File: config.mk
export PLATFORM = sky130hd
export DESIGN_NAME = issue_sched
export DESIGN_NICKNAME = d
export VERILOG_FILES = /design/src/rtl/issue_sched.sv
export SDC_FILE = /design/constraint.sdc
export NUM_CORES = 1
export LEC_CHECK = 0
export CAP_MARGIN = 15
export CORE_MARGIN = 2
export CORE_UTILIZATION = 38
export DETAILED_ROUTE_END_ITERATION = 6
export GPL_TIMING_DRIVEN = 0
export PLACE_DENSITY = 0.77
export SLEW_MARGIN = 40
export SYNTH_ARGS = -nofsm -noshare
export SYNTH_HDL_FRONTEND = slang
export SYNTH_SLANG_ARGS = --single-unit
File: constraint.sdc
create_clock -name clk -period 2.1 [get_ports clk]
set_input_delay 0.42 -clock clk [delete_from_list [all_inputs] [get_ports clk]]
set_output_delay 0.42 -clock clk [all_outputs]
set_load 0.005 [all_outputs]
File: src/rtl/issue_sched.sv
// issue_sched: dual-issue scheduler choosing 0/1/2 in-order issues from the two buffer heads
module issue_sched #(
    parameter int DIV_LAT = 8,
    parameter int CW      = 5
) (
    input  logic       clk,
    input  logic       rstn,
    input  logic       flush,
    input  logic       stall,
    input  logic       h0_valid,
    input  logic [4:0] h0_rs1,
    input  logic [4:0] h0_rs2,
    input  logic       h0_use_rs1,
    input  logic       h0_use_rs2,
    input  logic       h0_rf_we,
    input  logic [4:0] h0_rd,
    input  logic       h0_is_mem,
    input  logic       h0_is_load,
    input  logic       h0_is_br,
    input  logic       h0_is_div,
    input  logic       h1_valid,
    input  logic [4:0] h1_rs1,
    input  logic [4:0] h1_rs2,
    input  logic       h1_use_rs1,
    input  logic       h1_use_rs2,
    input  logic       h1_rf_we,
    input  logic [4:0] h1_rd,
    input  logic       h1_is_mem,
    input  logic       h1_is_load,
    input  logic       h1_is_br,
    input  logic       h1_is_div,
    output logic       issue_a,
    output logic       issue_b,
    output logic [1:0] pop_cnt,
    output logic       div_busy,
    output logic [1:0] sched_state
);
    typedef enum logic [1:0] {RUN = 2'd0, DIV_BUSY = 2'd1, FLUSH_BUB = 2'd2} state_t;
    state_t        state;
    logic [CW-1:0] div_cnt;
    logic          ld_vld;
    logic [4:0]    ld_rd;
    logic          lu0, lu1, raw, waw, div_iss;
    logic          unused_h1_br;
    assign unused_h1_br = h1_is_br;
    assign sched_state  = state;
    // hazard detection and issue decision; gated by rstn so nothing issues in reset
    always_comb begin
        lu0     = ld_vld && ld_rd != 5'd0 &&
                  ((h0_use_rs1 && h0_rs1 == ld_rd) || (h0_use_rs2 && h0_rs2 == ld_rd));
        lu1     = ld_vld && ld_rd != 5'd0 &&
                  ((h1_use_rs1 && h1_rs1 == ld_rd) || (h1_use_rs2 && h1_rs2 == ld_rd));
        raw     = h0_rf_we && h0_rd != 5'd0 &&
                  ((h1_use_rs1 && h1_rs1 == h0_rd) || (h1_use_rs2 && h1_rs2 == h0_rd));
        waw     = h0_rf_we && h1_rf_we && h0_rd == h1_rd && h0_rd != 5'd0;
        issue_a = rstn && !flush && !stall && state != FLUSH_BUB && h0_valid && !lu0 &&
                  !(h0_is_div && div_busy);
        issue_b = issue_a && h1_valid && !lu1 && !raw && !waw && !(h0_is_mem && h1_is_mem) &&
                  !h0_is_br && !(h1_is_div && (div_busy || h0_is_div));
        pop_cnt = {issue_a & issue_b, issue_a ^ issue_b};
        div_iss = (issue_a && h0_is_div) || (issue_b && h1_is_div);
    end
    // scheduler FSM, divider occupancy counter and load-use tracker; flush overrides everything
    always_ff @(posedge clk or negedge rstn) begin
        if (!rstn) begin
            state    <= RUN;
            div_cnt  <= '0;
            div_busy <= 1'b0;
            ld_vld   <= 1'b0;
            ld_rd    <= 5'd0;
        end else if (flush) begin
            state    <= FLUSH_BUB;
            div_cnt  <= '0;
            div_busy <= 1'b0;
            ld_vld   <= 1'b0;
        end else begin
            if (!stall) begin
                ld_vld <= (issue_a && h0_is_load) || (issue_b && h1_is_load);
                if (issue_b && h1_is_load)
                    ld_rd <= h1_rd;
                else if (issue_a && h0_is_load)
                    ld_rd <= h0_rd;
            end
            case (state)
                RUN: if (div_iss) begin
                    state    <= DIV_BUSY;
                    div_busy <= 1'b1;
                    div_cnt  <= CW'(DIV_LAT - 1);
                end
                DIV_BUSY: if (div_cnt == CW'(1)) begin
                    state    <= RUN;
                    div_busy <= 1'b0;
                    div_cnt  <= '0;
                end else
                    div_cnt <= div_cnt - 1'b1;
                default: state <= RUN;
            endcase
        end
    end
endmodule
==> flow_metrics.env <==
export IMPL_status="complete, but fails checks"
export IMPL_violations="negative setup slack"
export IMPL_layout_common_cells="clkdlybuf4s50_1, xor2_1, dlygate4sd2_1"
export IMPL_slew_headroom=0.6425
export IMPL_wl_per_cell_microns=15.83
export IMPL_antenna_found_initial=0
export IMPL_vias_per_cell=5.190
export IMPL_cp_required_ns=1.68
export IMPL_setup_slack_ns=-0.6084
export IMPL_synth_area_sq_um=1296
export IMPL_synth_seq_cells=14
export IMPL_power_leakage_nw=0.9515
export IMPL_nFillCells=284
export IMPL_cts_buffer_depth=2
export IMPL_initial_core_util=0.3915
export IMPL_drtIter0Drc=24
export IMPL_synthArstFlopShare=1.000
export IMPL_netlist_area_leader_share=0.2703
export IMPL_grt_pass1_vias=1451
export IMPL_post_route_util=0.6550
export IMPL_rsz0062_at_grt="yes"
export IMPL_fin_skew_ns=0.005995
export IMPL_worst_path_largest_cell_delay_ns=0.52
export IMPL_area_delta_synth_final_pct=67.28
export IMPL_synthTopCellsByArea="dfrtp_1, xor2_1, mux2_2, xnor2_1, nand3_1"
export IMPL_ant_nets=0
export IMPL_fin_nets=261
export IMPL_rows=21
export IMPL_hold_path_class="primary input to async pin"
export IMPL_die_width_microns=62.41
export IMPL_io_pins=57
export IMPL_startpoint_type="register"
export IMPL_dpl_cell_count=241
export IMPL_fin_crit_ns=2.708
export IMPL_drcViolationCount=0
export IMPL_fin_cells=253
export IMPL_power_density_nw_per_um2=447.4
export IMPL_cts_tree="done"
export IMPL_power_uw=970.1
export IMPL_gp_congestion=0.7728
export IMPL_synth_seq_area_share=0.2703
export IMPL_postPlaceCellArea_sq_um=1933
export IMPL_h_tree_depth=1
export IMPL_antenna_cells=0
export IMPL_layout_commonest_cell="clkdlybuf4s50_1"
export IMPL_avgSynthCellArea_sq_um=9.193
export IMPL_clk_latency_ns=0.29
export IMPL_path_delay_family="simple AND/OR/NAND/NOR gates"
export IMPL_postCtsHoldBufs=0
export IMPL_vias=1313
export IMPL_crit_chain="buf_6, or4_4, o21ai_2, a21o_2, and3_4, and3_4, ha_4, buf_6"
export IMPL_cp_max_fo=6
export IMPL_die_h_microns=62.41
export IMPL_fin_area_sq_um=2168
export IMPL_grt_usage=0.2147
export IMPL_arrival_ns=2.29
export IMPL_root_buffer="clkbuf_4"
export IMPL_end_kind="output port"
export IMPL_rr_worst_depth=9
export IMPL_cpMaxStageDelayCell="or4_4"
export IMPL_drive_gt1_frac=0.2995
export IMPL_cts_made_buffers=3
export IMPL_regArea_sq_um=354.1
export IMPL_path_clk_slew_ns=0.08
export IMPL_die_area_sq_um=3894
export IMPL_grt_max_degree=16
export IMPL_yosysWarnings=0
export IMPL_overflow=0
export IMPL_syn_inst=141
export IMPL_routed_wl_microns=4004
export IMPL_multi_input_area_sq_um=1035
export IMPL_cts_sinks=14
export IMPL_fin_crit_sh=1.290
export IMPL_portBuffers=54
export IMPL_fmax_ghz=0.3692
export IMPL_synth_edf_count=0
export IMPL_worstSetupPathType="register to output port"
export IMPL_final_max_slew_viol_count=0
export IMPL_setup_viol=16
export IMPL_coreArea_sq_um=3311
export IMPL_peakVddDrop_v=0.0004038
export IMPL_crit_cells=8
export IMPL_tightest_slew_ns=0.5362
export IMPL_yosysUniqueCellTypes=37
export IMPL_grt_pass1_wl_microns=6672
export IMPL_syn_num_nets=194
export IMPL_synth_main_ff_cell="dfrtp_1"
export IMPL_max_cap_viol_count=0
export IMPL_dp_hpwl_microns=2944
export IMPL_worst_path_buf_inv=2
export IMPL_yosysTopAreaCell="dfrtp_1"
export IMPL_first_pass_iters=4
export IMPL_final_hold_viol_count=0
routing by layer:
layer / wire [microns] / track usage / vias to the layer above
met1: 1753 / 0.2714 / 635
met3: 194 / 0.02523 / 5
met4: 57 / 0.07778 / 0
li1: - / - / 635
met2: 1999 / 0.3763 / 38
met5: 0 / 0 / -
Yosys cell counts (2+ instances only):
library cell and count:
ha_1 3, nor3_1 2, clkbuf_1 3, o31ai_1 3, or3_1 2, nand3_1 9, a31o_2 2, and3_1 2
mux2_2 10, inv_1 6, a21o_2 2, a31oi_1 2, o21ai_0 2, xor2_1 28, nor4_1 7, buf_6 3
dfrtp_1 14, nor2_1 7, or4_1 2, buf_2 2, a21oi_1 3, xnor2_1 7, nand2_1 6
logic make-up (layout without fill, tap and decap cells):
group | Yosys count | in the layout | share of synthesized area
flip-flops | 14 | 14 | 0.2703
buffers and inverters | 14 | 80 | 0.05984
multiplexers | 10 | 10 | 0.08687
XOR/XNOR | 35 | 35 | 0.2365
adder cells (fa/ha/maj) | 3 | 3 | 0.02896
AND/OR/NAND/NOR | 44 | 44 | 0.1873
AO/OA/AOI/OAI | 21 | 21 | 0.1303
path summary, 6_finish.rpt:
check	from	to	slack, ns
hold reg to reg	ld_vld	ld_vld	0.60
hold / removal	rstn	sched_state[0]	0.13
max in group asynchronous	rstn	ld_rd[0]	1.67
setup / recovery	ld_rd[1]	pop_cnt[0]	-0.61
setup reg to reg	ld_rd[1]	div_cnt[4]	-0.36
min in group clk	h1_rd[4]	ld_rd[4]	0.54
final cells by class:
cell class	count	area share
Timing Repair Buffer	67	0.2960
Clock buffer	4	0.01673
Buffer	3	0.008656
Tap cell	46	0.02654
Sequential cell	14	0.1633
Multi-Input combinational cell	113	0.4772
Inverter	6	0.01154
registers in the layout, indices dropped and copies added, names as in the netlist:
name	cells
div_busy	1
div_cnt	5
ld_vld	1
sched_state	2
ld_rd	5
power breakdown:
part	internal (mW)	switching, mW	leakage, nW
Combinational	0.258	0.172	0.748
Clock	0.106	0.0888	0.0210
Sequential	0.297	0.0482	0.183
Total	0.661	0.309	0.951
repair_timing:
action,4_1_cts,5_1_grt
pin swaps,21,10
resized for setup,57,22
setup endpoints to repair,17,17
hold endpoints to repair,0,0
buffers inserted,10,3
per-stage QoR:
stage / setup TNS, ns / hold WS [ns] / setup slack (ns)
2_1_floorplan: -0.2556 / 0.1244 / -0.1216
3_3_place_gp: -14.44 / 0.5145 / -1.303
3_5_place_dp: -14.52 / 0.5303 / -1.304
4_1_cts: -4.115 / 0.1434 / -0.5858
5_1_grt: -6.524 / 0.1719 / -0.6522
6_report: -5.418 / 0.1288 / -0.6084
Note: power is estimated with default switching activity, not from simulation.
